File: config.mk
export PLATFORM = sky130hd
export DESIGN_NAME = matmul_sequencer
export DESIGN_NICKNAME = d
export VERILOG_FILES = /design/src/rtl/matmul_pkg.sv /design/src/rtl/matmul_valid_pipe.sv /design/src/rtl/matmul_sequencer.sv
export SDC_FILE = /design/constraint.sdc
export NUM_CORES = 1
export LEC_CHECK = 0
export CORE_MARGIN = 1.5
export CORE_UTILIZATION = 62
export DETAILED_ROUTE_END_ITERATION = 8
export PLACE_DENSITY = 0.83
export SYNTH_ARGS = -nofsm -noshare
export SYNTH_HDL_FRONTEND = slang
export SYNTH_SLANG_ARGS = --single-unit
File: constraint.sdc
create_clock -name clk_i -period 5.6 [get_ports clk_i]
set_clock_uncertainty 0.2 [all_clocks]
set_input_delay 1.4 -clock clk_i [delete_from_list [all_inputs] [get_ports clk_i]]
set_output_delay 1.4 -clock clk_i [all_outputs]
set_load 0.05 [all_outputs]
File: src/rtl/matmul_pkg.sv
// Shared definitions for the matrix-multiply sequencer.
// Holds the sequencer state encoding, the default geometry and widths, and the
// adder-tree depth derived from the PE array size.
package matmul_pkg;

    typedef enum logic [1:0] {
        StIdle,
        StRun,
        StDrain,
        StFin
    } seq_state_e;

    localparam int unsigned DefRows         = 64;
    localparam int unsigned DefCols         = 64;
    localparam int unsigned DefInAddrWidth  = 6;
    localparam int unsigned DefOutAddrWidth = 12;
    localparam int unsigned DefRdLat        = 1;

    // One adder-tree layer per halving of the PE array.
    localparam int unsigned ArraySize = 128;
    localparam int unsigned TreeLat   = $clog2(ArraySize);

endpackage

File: src/rtl/matmul_valid_pipe.sv
// Shadow pipeline that follows each issued read through memory and adder-tree
// latency. Shifts every cycle; a stage's tag only advances alongside a valid
// entry, so the output tag holds the last written address during bubbles.
// Ports:
//   clk_i        clock
//   rst_i        synchronous active-high reset, clears valids and tags
//   valid_i      entry pushed this cycle is a real issue
//   tag_i        output-memory address of the pushed entry
//   valid_o      last-stage valid
//   tag_o        last-stage tag (holds while not valid)
//   any_valid_o  some stage holds a valid entry
module matmul_valid_pipe #(
    parameter int unsigned DEPTH = 8,  // must be >= 2
    parameter int unsigned TAG_W = 12
) (
    input  logic             clk_i,
    input  logic             rst_i,
    input  logic             valid_i,
    input  logic [TAG_W-1:0] tag_i,
    output logic             valid_o,
    output logic [TAG_W-1:0] tag_o,
    output logic             any_valid_o
);

    logic [DEPTH-1:0] valid_q;
    logic [TAG_W-1:0] tag_q [DEPTH];

    always_ff @(posedge clk_i) begin
        if (rst_i) begin
            valid_q <= '0;
            for (int i = 0; i < DEPTH; i++) begin
                tag_q[i] <= '0;
            end
        end else begin
            valid_q  <= {valid_q[DEPTH-2:0], valid_i};
            tag_q[0] <= valid_i ? tag_i : tag_q[0];
            for (int i = 1; i < DEPTH; i++) begin
                tag_q[i] <= valid_q[i-1] ? tag_q[i-1] : tag_q[i];
            end
        end
    end

    assign valid_o     = valid_q[DEPTH-1];
    assign tag_o       = tag_q[DEPTH-1];
    assign any_valid_o = |valid_q;

endmodule

File: src/rtl/matmul_sequencer.sv
// Controller for one full matrix-multiply pass over the PE array / adder tree.
// Issues one (row, col) read pair per cycle to memories A and B, tracks the
// datapath latency with a shadow pipeline, and writes each dot product to the
// output memory at row*COLS+col.
// Optional: define MATMUL_SEQ_PERF_CNT_EN to add cycle_count_o / pause_count_o.
// Ports:
//   clk_i, rst_i        clock, synchronous active-high reset
//   start_i             pass request, only sampled in idle
//   pause_i             suppresses new issues while high (RUN only)
//   en_a_o/en_b_o       input-memory read enables
//   addr_a_o/addr_b_o   row / column index
//   en_out_o/we_out_o   output-memory enable / write strobe
//   addr_out_o          result address
//   busy_o, done_o      pass in progress / one-cycle completion pulse
//   cycle_count_o       (perf) busy cycles of the last pass
//   pause_count_o       (perf) paused RUN cycles of the last pass
module matmul_sequencer
    import matmul_pkg::*;
#(
    parameter int unsigned ROWS           = DefRows,
    parameter int unsigned COLS           = DefCols,
    parameter int unsigned IN_ADDR_WIDTH  = DefInAddrWidth,
    parameter int unsigned OUT_ADDR_WIDTH = DefOutAddrWidth,
    parameter int unsigned RD_LAT         = DefRdLat,
    parameter int unsigned TREE_LAT       = TreeLat
) (
    input  logic                      clk_i,
    input  logic                      rst_i,
    input  logic                      start_i,
    input  logic                      pause_i,
    output logic                      en_a_o,
    output logic                      en_b_o,
    output logic [IN_ADDR_WIDTH-1:0]  addr_a_o,
    output logic [IN_ADDR_WIDTH-1:0]  addr_b_o,
    output logic                      en_out_o,
    output logic                      we_out_o,
    output logic [OUT_ADDR_WIDTH-1:0] addr_out_o,
    output logic                      busy_o,
    output logic                      done_o
`ifdef MATMUL_SEQ_PERF_CNT_EN
    ,
    output logic [31:0]               cycle_count_o,
    output logic [31:0]               pause_count_o
`endif
);

    localparam int unsigned PipeDepth = RD_LAT + TREE_LAT;
    localparam logic [IN_ADDR_WIDTH-1:0] RowLast = IN_ADDR_WIDTH'(ROWS - 1);
    localparam logic [IN_ADDR_WIDTH-1:0] ColLast = IN_ADDR_WIDTH'(COLS - 1);

    seq_state_e state_q, state_d;
    logic [IN_ADDR_WIDTH-1:0]  row_q, row_d;
    logic [IN_ADDR_WIDTH-1:0]  col_q, col_d;
    logic [OUT_ADDR_WIDTH-1:0] tag_q, tag_d;
    logic                      issue;
    logic                      any_valid;
    logic                      busy;

    always_ff @(posedge clk_i) begin
        if (rst_i) begin
            state_q <= StIdle;
            row_q   <= '0;
            col_q   <= '0;
            tag_q   <= '0;
        end else begin
            state_q <= state_d;
            row_q   <= row_d;
            col_q   <= col_d;
            tag_q   <= tag_d;
        end
    end

    always_comb begin
        state_d = state_q;
        row_d   = row_q;
        col_d   = col_q;
        tag_d   = tag_q;
        issue   = 1'b0;
        unique case (state_q)
            StIdle: begin
                if (start_i) begin
                    state_d = StRun;
                    row_d   = '0;
                    col_d   = '0;
                    tag_d   = '0;
                end
            end
            StRun: begin
                if (!pause_i) begin
                    issue = 1'b1;
                    // Running tag replaces row*COLS+col, avoiding a multiplier.
                    tag_d = tag_q + 1'b1;
                    if (col_q == ColLast) begin
                        col_d = '0;
                        if (row_q == RowLast) begin
                            row_d   = '0;
                            state_d = StDrain;
                        end else begin
                            row_d = row_q + 1'b1;
                        end
                    end else begin
                        col_d = col_q + 1'b1;
                    end
                end
            end
            StDrain: begin
                if (!any_valid) begin
                    state_d = StFin;
                end
            end
            StFin: begin
                state_d = StIdle;
            end
            default: begin
                state_d = StIdle;
            end
        endcase
    end

    matmul_valid_pipe #(
        .DEPTH (PipeDepth),
        .TAG_W (OUT_ADDR_WIDTH)
    ) u_valid_pipe (
        .clk_i       (clk_i),
        .rst_i       (rst_i),
        .valid_i     (issue),
        .tag_i       (tag_q),
        .valid_o     (we_out_o),
        .tag_o       (addr_out_o),
        .any_valid_o (any_valid)
    );

    assign busy     = (state_q == StRun) || (state_q == StDrain);
    assign en_a_o   = issue;
    assign en_b_o   = issue;
    assign addr_a_o = row_q;
    assign addr_b_o = col_q;
    assign en_out_o = we_out_o;
    assign busy_o   = busy;
    assign done_o   = (state_q == StFin);

`ifdef MATMUL_SEQ_PERF_CNT_EN
    logic [31:0] cycle_count_q, cycle_count_d;
    logic [31:0] pause_count_q, pause_count_d;

    always_ff @(posedge clk_i) begin
        if (rst_i) begin
            cycle_count_q <= '0;
            pause_count_q <= '0;
        end else begin
            cycle_count_q <= cycle_count_d;
            pause_count_q <= pause_count_d;
        end
    end

    always_comb begin
        cycle_count_d = cycle_count_q;
        pause_count_d = pause_count_q;
        if (state_q == StIdle && start_i) begin
            cycle_count_d = '0;
            pause_count_d = '0;
        end else begin
            if (busy) begin
                cycle_count_d = cycle_count_q + 32'd1;
            end
            if (state_q == StRun && pause_i) begin
                pause_count_d = pause_count_q + 32'd1;
            end
        end
    end

    assign cycle_count_o = cycle_count_q;
    assign pause_count_o = pause_count_q;
`endif

endmodule
After elaboration in Yosys (flattened, before gate mapping)
Memories as Yosys holds them, arrays and structs flattened.
Index checks and enable logic that the tools add are counted.
{"block": "classes", "mux": 38, "reduce_logical": 7, "eq_ne": 10, "n_addsub": 3, "bitwise": 8}
{"operator": "2-to-1 mux 12 bit", "count": 18}
{"operator": "2-to-1 mux 6 bit", "count": 6}
{"operator": "case mux 12 bit (2 select lines)", "count": 1}
{"operator": "case mux 6 bit (2 select lines)", "count": 2}
{"operator": "adder 12 x 1 -> 12 bit (second input constant)", "count": 1}
{"operator": "adder 6 x 1 -> 6 bit (second input constant)", "count": 2}
{"operator": "== test 6 bit (second input constant)", "count": 2}
{"operator": "2-to-1 mux 2 bit", "count": 5}
{"operator": "!= test 2 bit (second input constant)", "count": 5}
{"operator": "bitwise OR 1 bit", "count": 8}
{"operator": "case mux 2 bit (4 select lines)", "count": 1}
{"operator": "OR reduction 8 bit", "count": 1}
{"operator": "2-to-1 mux 1 bit", "count": 5}
{"operator": "AND reduction 5 bit", "count": 1}
{"operator": "== test 2 bit (second input constant)", "count": 2}
{"operator": "AND reduction 4 bit", "count": 1}
{"operator": "AND reduction 3 bit", "count": 1}
{"operator": "== test 2 x 1 -> 1 bit (second input constant)", "count": 1}
{"operator": "zero test 2 bit", "count": 1}
{"operator": "nonzero test 2 bit", "count": 1}
{"operator": "logical OR 1 bit", "count": 1}
{"block": "word_totals", "inputBits": 4, "mem_bits_rw": 96, "out_inout_bits": 30, "mem_count": 1, "register_bits": 34}
{"name": "u_valid_pipe.tag_q", "words": 8, "word_bits": 12, "rd": 8, "rd_clocked_by_memory_dff": 0, "wr": 8, "line_no": "matmul_valid_pipe.sv:26", "rtl": "logic [TAG_W-1:0] tag_q [DEPTH];"}

Logic depth before layout (Yosys ltp)
Gate-level depths: netlist (run 1).
{"block": "logic_depth", "depth_word": 5, "mapped_depth": 8}

Cells and area by module
A second synthesis (run 1) with hierarchy kept.
{"block": "unflattened", "cells_unflattened": 509, "hier_area_um2": 5248.8}
{"module": "matmul_valid_pipe", "area_per_inst_um2": 3808.7, "instances": 1, "cells_each": 347}
{"module": "matmul_sequencer", "area_per_inst_um2": 1440.1, "instances": 1, "cells_each": 162}

Least setup slack after synthesis (run 1)
No wires, ideal clock.
{"block": "synth_path", "path_type": "input port to output port", "start": "input pause_i", "end": "output en_b_o", "arrival_time_ps": 2306, "required_ps": 4000, "cell_stages": 4, "path_buffers": 2, "slack_ps": 1694, "path_cell_list": "nand2b_1 inv_1 buf_2 buf_4"}
{"block": "synth_via", "elab_chain_len": 2}
{"item": "start: declaration", "line_no": "matmul_sequencer.sv:30", "rtl": "input logic pause_i,"}
{"item": "2-to-1 mux 1 bit", "line_no": "matmul_sequencer.sv:89", "rtl": "if (!pause_i) begin"}
{"item": "2-to-1 mux 1 bit", "line_no": "matmul_sequencer.sv:79", "rtl": "unique case (state_q)"}
{"item": "end: declaration", "line_no": "matmul_sequencer.sv:32", "rtl": "output logic en_b_o,"}
Every way passes these cells.

Worst setup path after layout (run 1)
{"block": "layout_path", "start": "input pause_i", "end": "output en_a_o"}
{"block": "layout_via", "elab_chain_len": 2}
{"item": "2-to-1 mux 1 bit", "line_no": "matmul_sequencer.sv:89"}
{"item": "2-to-1 mux 1 bit", "line_no": "matmul_sequencer.sv:79"}
{"item": "end: declaration", "line_no": "matmul_sequencer.sv:31", "rtl": "output logic en_a_o,"}
Every way passes these cells.

==> summary.md, run 1 <==
| Metric | Value |
|---|---|
| Run status | finished clean |
| Critical path arrival | 3.31 ns |
| Synth Area in Compound Gates | 5.96% |
| Syn Area/Cell | 9.63 µm² |
| CTS Root Cell | clkbuf_8 |
| Count of cell types in the netlist | 44 |
| Crit share post-route | 87.7% |
| Final Max Tran Viols | 0 |
| Leakage | 2.05 nW |
| Gates resized, CTS repair | 0 |
| Crit. End Element | output pin |
| Ys flop type | dfxtp_1 |
| CP startpoint kind | primary input |
| Post-synthesis adder-cell area fraction | 1.73% |
| CTS tree | yes |
| Port Buffers | 33 |
| Clock Pin Slew Worst Setup and Hold Paths | 0.05 ns |
| DP HPWL | 5.72 mm |
| Height of the die | 93.3 µm |
| CP max FO | 14 |
| EDFF count, synth | 0 |
| Synth top area share | 51.5% |
| Vias in the first global route | 3415 |
| Worst-Skew Late Latency | 0.52 ns |
| Hold_sp | u_valid_pipe.tag_q[0][3]$_SDFFE_PP0P_ |
| Synth top cells by count | dfxtp_1, nor2_1, mux2i_1, nand2_1, a21oi_1 |
| Via count | 3567 |
| Xor/xnor share of the synthesized area | 1.04% |
| Max frequency | 0.204 GHz |
| Cell Rows | 32 |
| Area leader, netlist | dfxtp_1 |
| Tot Pwr | 2.32 mW |
| Max Cap Viol | 0 |
| Final hold violations | 0 |
| Gr ovfl total | 0 |
| Ant. Diodes | 0 |
| Wire length per cell | 14.1 µm |
| Final #Nets | 544 |
| Chip width | 93.3 µm |
| Synth area leaders | dfxtp_1, mux2i_1, nor2_1 |
| Share of post-route cells with drive strength above 1 | 7.14% |
| Final min period | 4.91 ns |
| CORE AREA | 0.00781 mm² |
| Crit. Startpoint | pause_i |
| Mapped Area | 0.00506 mm² |
| Largest family of logic cells by synthesized area | multiplexers |
| Worst Max-Slew Pin Slew | 1.18 ns |
| # setup viols final | 0 |
| R2R Path Start | state_q[1]$_SDFFE_PP0P_ |
| Hold-fix buffers, CTS | 0 |
| Clock Path Buffers | 2 |
| Type of the most critical hold path | flop to flop |
| Die Area | 0.00871 mm² |
| First-pass GRT wire length | 15.4 mm |
| Initial antenna violation count | 0 |
| Filler cells | 559 |
| Cell Pwr Density | 395 mW/mm² |
| Area Growth Syn to Fin | 16.1% |
| Most common cell in the synthesized netlist | dfxtp_1 |
| GR Util All Layers | 22.5% |
| Drc violations | 0 |
| Largest net degree at the start of global routing | 117 |
| Post-synthesis mux area share | 17.5% |
| Ys Warns | 0 |
| Flop and latch count out of synthesis | 130 |
| H-tree Lvls | 4 |
| Register area share after synthesis | 51.5% |
| VDD IR max | 224 µV |
| RSZ-0062 raised after global routing | no |
| Gpl congestion | 0.797 |
| Final setup TNS | 0 ns |
| CP Class | primary input to output pin |
| Post-synth ARST share | 0% |
| Antenna viol nets, final | 0 |
| Post CTS Setup Buffer Count | 0 |
| Routed wire length | 9.16 mm |
| Clock sink count | 130 |
| Synth Instances | 525 |
| Worst relative slew slack | 20.8% |
| Drt initial violations | 94 |
| Simple-gate share of the synthesized area | 17.0% |
| CP Data Required Time | 4.00 ns |
| DRT Pass-1 Iters | 4 |
| Syn Nets | 536 |
| Initial core utilization | 64.8% |
| Number of CTS-inserted buffers | 17 |
| DR vias/cell | 5.50 |
| Io pins | 34 |
==> layout make-up <==
cell class                      instances  area [µm²]  area share [%]
Tap cell                              102         128            2.17
Inverter                                8        30.0           0.512
Multi-Input combinational cell        341        2190            37.2
Sequential cell                       130        2600            44.3
Clock inverter                         14         163            2.77
Clock buffer                           18         418            7.12
Timing Repair Buffer                   35         343            5.84
==> final timing paths <==
check	to	slack (ns)	cells after the start
hold reg to reg	u_valid_pipe.tag_q[0][3]$_SDFFE_PP0P_	0.26	2
setup / recovery	en_a_o	0.69	4
hold / removal	u_valid_pipe.tag_q[0][3]$_SDFFE_PP0P_	0.26	2
setup reg to reg	tag_q[10]$_SDFFE_PP0P_	3.17	5
==> placed cells by master (no fill, tap or decap), types with 7 or more instances in the layout <==
cell type        netlist  routed
clkdlybuf4s50_1        0      32
nand2_1               43      43
or4_1                  7       7
mux2i_1               87      87
nor2b_1                8       8
inv_1                  7       7
nor2_1                97      97
a21oi_1               21      21
clkbuf_16              0      16
nand3_1               11      11
dfxtp_1              130     130
ha_1                   7       7
==> logic make-up (layout without fill, tap and decap cells) <==
logic type	after synthesis	after routing
AND/OR/NAND/NOR	191	191
buffers and inverters	54	75
AO/OA/AOI/OAI	49	49
adder cells (fa/ha/maj)	7	7
XOR/XNOR	6	6
multiplexers	88	88
flip-flops	130	130
==> sequential cells by signal (all words and copies together) (netlist names) <==
name and count:
u_valid_pipe.tag_q 96, addr_b_o 6, state_q 2, tag_q 12, u_valid_pipe.valid_q 8, addr_a_o 6
==> metrics by stage <==
step | instance area [µm²] | hold slack, ns | utilization (%) | setup WS [ns] | std cells
3_5_place_dp | 5290 | 0.253 | 67.7 | 0.706 | 616
3_3_place_gp | 5290 | 0.246 | 67.7 | 0.725 | 616
4_1_cts | 5870 | 0.262 | 75.2 | 0.703 | 648
6_report | 5870 | 0.265 | 75.2 | 0.689 | 648
5_1_grt | 5870 | 0.292 | 75.2 | 0.624 | 648
2_1_floorplan | 5060 | 0.236 | - | 1.69 | 525
==> report_power, final <==
part / internal (mW) / switching [mW] / leakage (nW) / total (mW)
logic: 0.0953 / 0.191 / 0.719 / 0.286
clock network: 0.675 / 0.394 / 0.288 / 1.07
registers: 0.938 / 0.0249 / 1.05 / 0.963
==> worst max-delay path, stage by stage <==
cell             delay, ns
clkdlybuf4s50_1       0.49
nand2b_1              0.20
inv_1                 0.33
clkdlybuf4s50_1       0.89
==> layer usage <==
layer	GRT usage, %	wire length [µm]	up-vias
li1	-	-	1799
met1	25.1	4040	1679
met2	39.7	4620	74
met3	6.99	356	15
met4	8.59	145	0
met5	0	0	-
(Power assumes the default switching activity.)
==> inputs of run 2 (changes only) <==
CORE_MARGIN = not set   (was 1.5)
CTS_CLUSTER_DIAMETER = 50   (was not set)
==> run 2 against run 1 <==
  * Sequential power is essentially flat
  * Clock power about the same
  * Register-to-register slack lost 0.04 ns
  * Non-clock buffer count stayed put
  * Die area shrank 2.1%
  * Fmax shrank 0.24%
  * Final cell count unchanged
  * Critical path type unchanged
  * Largest power group unchanged
  * Highest routed layer unchanged
==> summary.md, run 2 (synthesized netlist as in run 1, its figures left out) <==
| Metric | Value |
|---|---|
| Run status | finished clean |
| Largest net degree at the start of global routing | 118 |
| Die Area | 0.00852 mm² |
| DRT Pass-1 Iters | 5 |
| Final hold violations | 0 |
| CTS tree | yes |
| Gr ovfl total | 0 |
| Crit-path cells | clkdlybuf4s50_1, nand2b_1, inv_1, clkdlybuf4s50_1 |
| Most used cell, CP | clkdlybuf4s50_1 |
| Initial core utilization | 64.8% |
| Worst path bufs/invs | 3 |
| R2R Path Start | state_q[1]$_SDFFE_PP0P_ |
| Port Buffers | 33 |
| GR Util All Layers | 23.5% |
| VDD IR max | 262 µV |
| Most flop-heavy register | u_valid_pipe.tag_q |
| Hold-fix buffers, CTS | 0 |
| Clock sink count | 130 |
| CP delay by family, top | buffers and inverters |
| Drt initial violations | 183 |
| CP max FO | 14 |
| Final setup TNS | 0 ns |
| Clock Pin Slew Worst Setup and Hold Paths | 0.06 ns |
| Worst-Skew Late Latency | 0.50 ns |
| Leading cell type in the layout, fill and taps excluded | dfxtp_1 |
| Cell Pwr Density | 399 mW/mm² |
| Worst reg2reg setup slack | 3.13 ns |
| Placement Setup Slack | 0.697 ns |
| Hold path depth | 2 |
| Io pins | 34 |
| DP HPWL | 5.68 mm |
| CP max stage delay | 0.89 ns |
| Area Growth Syn to Fin | 16.5% |
| Final #Nets | 544 |
| Wire length per cell | 14.5 µm |
| Cell Rows | 32 |
| Crit. End Element | output pin |
| Worst Max-Slew Pin Slew | 1.23 ns |
| Placed cell count | 616 |
| Chip width | 92.3 µm |
| Vias in the first global route | 3507 |
| Final min period | 4.92 ns |
| Antenna viol nets, final | 0 |
| Gates resized, CTS repair | 0 |
| # setup viols final | 0 |
| H-tree Lvls | 4 |
| Number of CTS-inserted buffers | 17 |
| Max Cap Viol | 0 |
| CP startpoint kind | primary input |
| Drc violations | 0 |
| Leakage | 2.05 nW |
| Final hold slack | 0.264 ns |
| R2R depth | 5 |
| R2R Path End | tag_q[11]$_SDFFE_PP0P_ |
| Gpl congestion | 0.809 |
| CTS Root Cell | clkbuf_8 |
| Initial antenna violation count | 0 |
| Post CTS Setup Buffer Count | 0 |
| Routed wire length | 9.42 mm |
| Ant. Diodes | 0 |
| Clock Path Buffers | 2 |
| CP Class | primary input to output pin |
| Final Max Tran Viols | 0 |
| Worst Hold Path EP | u_valid_pipe.tag_q[0][5]$_SDFFE_PP0P_ |
| Max reg flops | 96 |
| DR vias/cell | 5.56 |
| Stages on the worst setup path | 4 |
| Registers with the most flip-flops | u_valid_pipe.tag_q (96), tag_q (12), u_valid_pipe.valid_q (8) |
| Share of post-route cells with drive strength above 1 | 7.14% |
| RSZ-0062 raised after global routing | no |
| CORE AREA | 0.00781 mm² |
| Worst relative slew slack | 17.3% |
| Type of the most critical hold path | flop to flop |
| Max frequency | 0.203 GHz |
| Hold_sp | u_valid_pipe.tag_q[0][5]$_SDFFE_PP0P_ |
| Slowest stage cell on the critical path | clkdlybuf4s50_1 |
| Final WS setup | 0.677 ns |
| Crit share post-route | 87.9% |
| Commonest non-fill, non-tap cells in the layout | dfxtp_1, nor2_1, mux2i_1, nand2_1, clkdlybuf4s50_1 |
| Tot Pwr | 2.35 mW |
| First-pass GRT wire length | 15.8 mm |
| Non-Filler Instances | 648 |
| CP Data Required Time | 4.00 ns |
| Via count | 3606 |
| Critical path arrival | 3.32 ns |
| Height of the die | 92.3 µm |
[run 2: changes by cell type in the layout (fill, tap and decap cells not counted)]
| cell | previous run | this run |
|---|---|---|
| clkbuf_8 | 1 | 3 |
| clkinv_2 | 6 | 2 |
| clkinv_4 | 3 | 2 |
| clkinvlp_4 | 1 | 4 |
[run 2: worst max path at each step]
stage	slack (ns)	startpoint	endpoint
global route	0.62	pause_i	en_a_o
global placement	0.73	pause_i	en_a_o
detailed placement	0.70	pause_i	en_a_o
CTS	0.69	pause_i	en_a_o
floorplan	1.69	pause_i	en_b_o
finish	0.68	pause_i	en_a_o
[run 2: layout make-up]
cell class              instances  area (µm²)
clock buffers                  20         445
clock inverters                12         156
fillers                       513        1920
inverters                       8        30.0
multi-input cells             341        2190
flip-flops and latches        130        2600
well taps                     102         128
repair buffers                 35         343
[run 2: metrics by stage]
stage | cell area [µm²] | utilization, %
2_1_floorplan | 5060 | -
3_3_place_gp | 5290 | 67.7
3_5_place_dp | 5290 | 67.7
4_1_cts | 5890 | 75.4
5_1_grt | 5890 | 75.4
6_report | 5890 | 75.4
[run 2: where the power goes]
part           switching [mW]  total [mW]  internal (mW)  leakage [nW]
combinational           0.193       0.288         0.0951         0.719
sequential             0.0247       0.963          0.938          1.05
clock                   0.397        1.10          0.702         0.283
[run 2: layer usage]
layer  vias to the layer above  share of wire [%]  global-route usage (%)
li1                       1793                  -                       -
met1                      1732                 44                    27.7
met3                         9                3.7                    7.06
met2                        72                 51                    40.3
met5                         -                  0                       0
met4                         0               0.76                    8.46
[run 2: worst reg2reg max path: cells and delay by family (launching register included)]
| family | cells | cell delay, ns |
|---|---|---|
| buffers and inverters | 1 | 0.08 |
| adder cells (fa/ha/maj) | 1 | 0.36 |
| AO/OA/AOI/OAI | 1 | 1.03 |
| AND/OR/NAND/NOR | 2 | 0.30 |
| flip-flops | 1 | 0.38 |
==> inputs of run 3 (changes only) <==
CAP_MARGIN = 20   (was not set)
==> run 3 against run 2 <==
  * Register-to-register slack better by 0.19 ns
  * Clock power is 4% lower
  * Count of clock-buffer cells in the layout stayed put
  * Critical endpoint unchanged
  * Die area stayed put
  * Flip-flop and latch count stayed put
  * Utilization is 0.24 points higher
  * Critical path depth stayed put
  * Global-route usage is 0.41 points lower
  * Via count is 0.14% higher
  * Fmax is 0.12% higher
  * Highest routed layer unchanged
  * Routed wire length is 1.8% lower
==> summary.md, run 3 (synthesized netlist as in run 1, its figures left out) <==
| Metric | Value |
|---|---|
| Run status | finished clean |
| Tot Pwr | 2.31 mW |
| Worst-Skew Late Latency | 0.51 ns |
| First-pass GRT wire length | 15.4 mm |
| Non-Filler Instances | 650 |
| Placed cell count | 617 |
| Met2 routed WL | 4.75 mm |
| CP max FO | 14 |
| Final #Nets | 546 |
| Placement Setup Slack | 0.688 ns |
| Clock sink count | 130 |
| Number of CTS-inserted buffers | 17 |
| Worst Max-Slew Pin Slew | 0.780 ns |
| Most flop-heavy register | u_valid_pipe.tag_q |
| Io pins | 34 |
| GR Util All Layers | 23.1% |
| Worst reg2reg setup slack | 3.32 ns |
| Routed wl met3 | 398 µm |
| Initial antenna violation count | 0 |
| Max frequency | 0.203 GHz |
| Highest metal used | met4 |
| Chip width | 92.3 µm |
| CP max stage delay | 0.89 ns |
| Max reg flops | 96 |
| Gr ovfl total | 0 |
| Drt initial violations | 163 |
| DP HPWL | 5.65 mm |
| CTS Root Cell | clkbuf_8 |
| Final Max Tran Viols | 0 |
| Largest net degree at the start of global routing | 118 |
| Gpl congestion | 0.809 |
| Finished Cell Area | 0.00591 mm² |
| Crit-path cells | clkdlybuf4s50_1, nand2b_1, inv_1, clkdlybuf4s50_1 |
| Crit. End Element | output pin |
| Clock Pin Slew Worst Setup and Hold Paths | 0.05 ns |
| Initial core utilization | 64.8% |
| CP Class | primary input to output pin |
| Commonest non-fill, non-tap cells in the layout | dfxtp_1, nor2_1, mux2i_1, nand2_1, clkdlybuf4s50_1 |
| CTS tree | yes |
| CP startpoint kind | primary input |
| Worst relative slew slack | 47.9% |
| Final setup TNS | 0 ns |
| Gates resized, CTS repair | 0 |
| Clock Path Buffers | 2 |
| Port Buffers | 33 |
| DRT Pass-1 Iters | 4 |
| Cell Pwr Density | 392 mW/mm² |
| Routed wire length | 9.25 mm |
| Die Area | 0.00852 mm² |
| Share of post-route cells with drive strength above 1 | 7.66% |
| Routed length on met1 | 3.99 mm |
| CORE AREA | 0.00781 mm² |
| Crit share post-route | 87.8% |
| DR vias/cell | 5.56 |
| Area of placed instances | 0.00529 mm² |
| Max Cap Viol | 0 |
| H-tree Lvls | 4 |
| Via count | 3611 |
| RSZ-0062 raised after global routing | no |
| Type of the most critical hold path | flop to flop |
| Drc violations | 0 |
| # setup viols final | 0 |
| Final WS setup | 0.683 ns |
| Critical path arrival | 3.32 ns |
| Height of the die | 92.3 µm |
| Final min period | 4.92 ns |
| Leading cell type in the layout, fill and taps excluded | dfxtp_1 |
| Most used cell, CP | clkdlybuf4s50_1 |
| Ant. Diodes | 0 |
| Registers with the most flip-flops | u_valid_pipe.tag_q (96), tag_q (12), u_valid_pipe.valid_q (8) |
| Leakage | 2.06 nW |
| Cell Rows | 32 |
| Wire length per cell | 14.2 µm |
| VDD IR max | 280 µV |
| Area Growth Syn to Fin | 16.8% |
| CP Data Required Time | 4.00 ns |
| Vias in the first global route | 3368 |
| Post CTS Setup Buffer Count | 0 |
| Final hold violations | 0 |
| Filler cells | 504 |
| Slowest stage cell on the critical path | clkdlybuf4s50_1 |
| Antenna viol nets, final | 0 |
| Hold-fix buffers, CTS | 0 |
## run 3: final cells by class
type	count	area [µm²]	area share [%]
well taps	102	128	2.16
clock inverters	12	133	2.24
flip-flops and latches	130	2600	44.0
repair buffers	37	375	6.35
multi-input cells	341	2190	37.0
inverters	8	30.0	0.508
clock buffers	20	455	7.71
## run 3: path summary, 6_finish.rpt
path | to | from | cells past startpoint
max reg2reg | tag_q[5]$_SDFFE_PP0P_ | state_q[1]$_SDFFE_PP0P_ | 6
max | en_a_o | pause_i | 4
min reg2reg | u_valid_pipe.tag_q[0][2]$_SDFFE_PP0P_ | u_valid_pipe.tag_q[0][2]$_SDFFE_PP0P_ | 2
min | u_valid_pipe.tag_q[0][2]$_SDFFE_PP0P_ | u_valid_pipe.tag_q[0][2]$_SDFFE_PP0P_ | 2
## run 3: worst max-delay path, delay by kind of cell
kind,cells,cell delay (ns)
buffers and inverters,3,1.70
AND/OR/NAND/NOR,1,0.21
## run 3: per-stage QoR
stage	util, %	hold slack, ns
floorplan	-	0.236
global placement	67.7	0.246
detailed placement	67.8	0.250
CTS	75.3	0.257
global route	75.7	0.284
finish	75.7	0.255
## run 3: power breakdown
part           internal (mW)  total (mW)  leakage (nW)  switching [mW]
clock                  0.668        1.06         0.283           0.392
combinational         0.0985       0.291         0.735           0.192
sequential             0.938       0.963          1.05          0.0248
total                   1.70        2.31          2.06           0.609
## run 3: layer usage
metal,GRT usage (%),vias to the layer above
met5,0,-
met4,9.77,0
met3,7.39,10
met2,39.5,96
met1,26.4,1719
li1,-,1786
==> edit (config.mk and constraints of run 2) <==
Add a define of `MATMUL_SEQ_PERF_CNT_EN`.
--- a/src/rtl/matmul_sequencer.sv
+++ b/src/rtl/matmul_sequencer.sv
@@ -15,4 +15,6 @@
 //   cycle_count_o       (perf) busy cycles of the last pass
 //   pause_count_o       (perf) paused RUN cycles of the last pass
+`define MATMUL_SEQ_PERF_CNT_EN
+
 module matmul_sequencer
     import matmul_pkg::*;
Function (old outputs only; new: cycle_count_o and pause_count_o): no difference found for any inputs over 10 cycles, from zero or initial values and one cycle with rst_i high; that may be too few to reach the edited logic, so the function may still have changed.
==> edit against run 2 <==
- highest routed layer unchanged
- routed wire length increased by 81%
- critical path type unchanged
- sequential cell count up 64
- design area is 61% higher
- critical endpoint unchanged
- worst setup slack worse by 49 ps
- count of clock-buffer cells in the layout did not move
- global-route usage grew 2.4 points
- largest cell class unchanged
- total power rose by 26%
- synthesized area rose by 60%
- sequential power up 48%
==> edit: results (changes against run 2) <==
yosys:
  synth_fp_nets: 900  # +68%
  ys_top_cells_by_count: "dfxtp_1 (194), nor2_1 (121), mux2i_1 (86), a21oi_1 (68), nand2_1 (62)"
  syn_avg_cell_area_um2: 9.10  # -5.6%
  ys_seq_area_share_pct: 48.1  # -3.3 points
  synth.area.top_cells: "dfxtp_1 (48%), mux2i_1 (11%), nor2_1 (5.6%)"
  synth_flop_cell: "dfxtp_1"
  synthDistinctLibCells: 50  # +14%
  yosysWarnings: 0  # unchanged
final_layout:
  layout.nets: 951  # +75%
  drive_gt1_share_pct: 4.63  # -2.5 points
clocking:
  cts_resized: 0  # unchanged
  cts_setup_buffers: 0  # unchanged
  clock_latency_ps: 430  # -70 ps
  ctsRootBufferMaster: "clkbuf_16"
  clk_pin_slew_worst_paths_ps: 70
  cts.path.max_buffers: 2  # unchanged
  cts_made_buffers: 17  # unchanged
route:
  drt_iter0_markers: 521  # +180%
  wl_per_cell_um: 15.2  # +4.2%
  via_per_inst: 5.93  # +6.5%
  met3WireLength_um: 625  # +80%
  dr.pass1.iters: 5  # unchanged
  wl_met1_um: 7450  # +79%
  met2_length_um: 8560  # +77%
grt:
  antenna_found_initial: 0  # unchanged
  grt_start_max_net_pins: 121  # +2.5%
  grt_use_total_pct: 25.9  # +2.4 points
  grt_pass1_wl_um: 27800  # +76%
  first_global_vias: 6157  # +76%
run_status:
  status: "finished, final reports clean"
min_path:
  holdCritPathClass: "reg -> reg"
  hp-start: "u_valid_pipe.tag_q[0][10]"
critical_path:
  critPathMaxFanout: 14  # unchanged
  worstPathArrival_ps: 3370  # +50 ps
  r2r_start: "state_q[1]"
  startpoint: "pause_i"
placement:
  dp_slack_ps: 627  # -69.9 ps
  dpl.hpwl_um: 11600  # +100%
  io_buffers: 97  # +190%
  place.gp.congestion: 0.903  # +12%
timing:
  worstMarginPinSlew_ps: 1150  # -79.5 ps
power:
  p_sw_uw: 841  # +37%
  irDropWorstVdd_mv: 0.295  # +13%
  p_leak_nw: 3.00  # +46%
==> edit: per-stage QoR <==
step / util (%) / instances / area (um^2)
after global routing: 75.0 / 1123 / 9500
after global placement: 70.7 / 1091 / 8950
after floorplan: - / 887 / 8070
after CTS: 75.0 / 1123 / 9500
final: 75.0 / 1123 / 9500
after detailed placement: 70.7 / 1091 / 8950
==> edit: layer usage <==
layer	up-vias	track usage [%]
li1	3243	-
met5	-	0
met2	185	45.5
met4	0	11.5
met3	29	4.55
met1	3199	30.8
==> edit: final timing paths <==
kind | end | slack, ps | cells after the start
max | en_a_o | 630 | 4
min | u_valid_pipe.tag_q[0][10] | 260 | 2
max reg2reg | pause_count_o[25] | 2490 | 6
min reg2reg | u_valid_pipe.tag_q[0][10] | 260 | 2
==> edit: cells by family after synthesis <==
group	Yosys count	synth area share [%]
adder cells (fa/ha/maj)	9	1.40
flip-flops	194	48.1
XOR/XNOR	26	2.82
AO/OA/AOI/OAI	136	10.1
buffers and inverters	84	4.70
AND/OR/NAND/NOR	351	22.1
multiplexers	87	10.8
==> edit: power groups by stage <==
stage          Clock [mW]  Sequential (mW)  Combinational (mW)
2_1_floorplan           0             1.49               0.290
3_3_place_gp            0             1.46               0.395
3_5_place_dp            0             1.47               0.408
4_1_cts              1.12             1.43               0.412
5_1_grt              1.19             1.44               0.445
6_report             1.11             1.43               0.415
==> edit: layout make-up <==
cell class	count	area [um^2]
flip-flops and latches	194	3880
multi-input cells	609	3800
fillers	896	3170
repair buffers	100	991
clock buffers	20	457
well taps	172	215
clock inverters	12	86.3
inverters	16	60.1
==> edit: worst max-delay path, stage by stage <==
cell and delay [ps]:
clkdlybuf4s50_1 530, nand2b_1 220, inv_1 330, clkdlybuf4s50_1 880
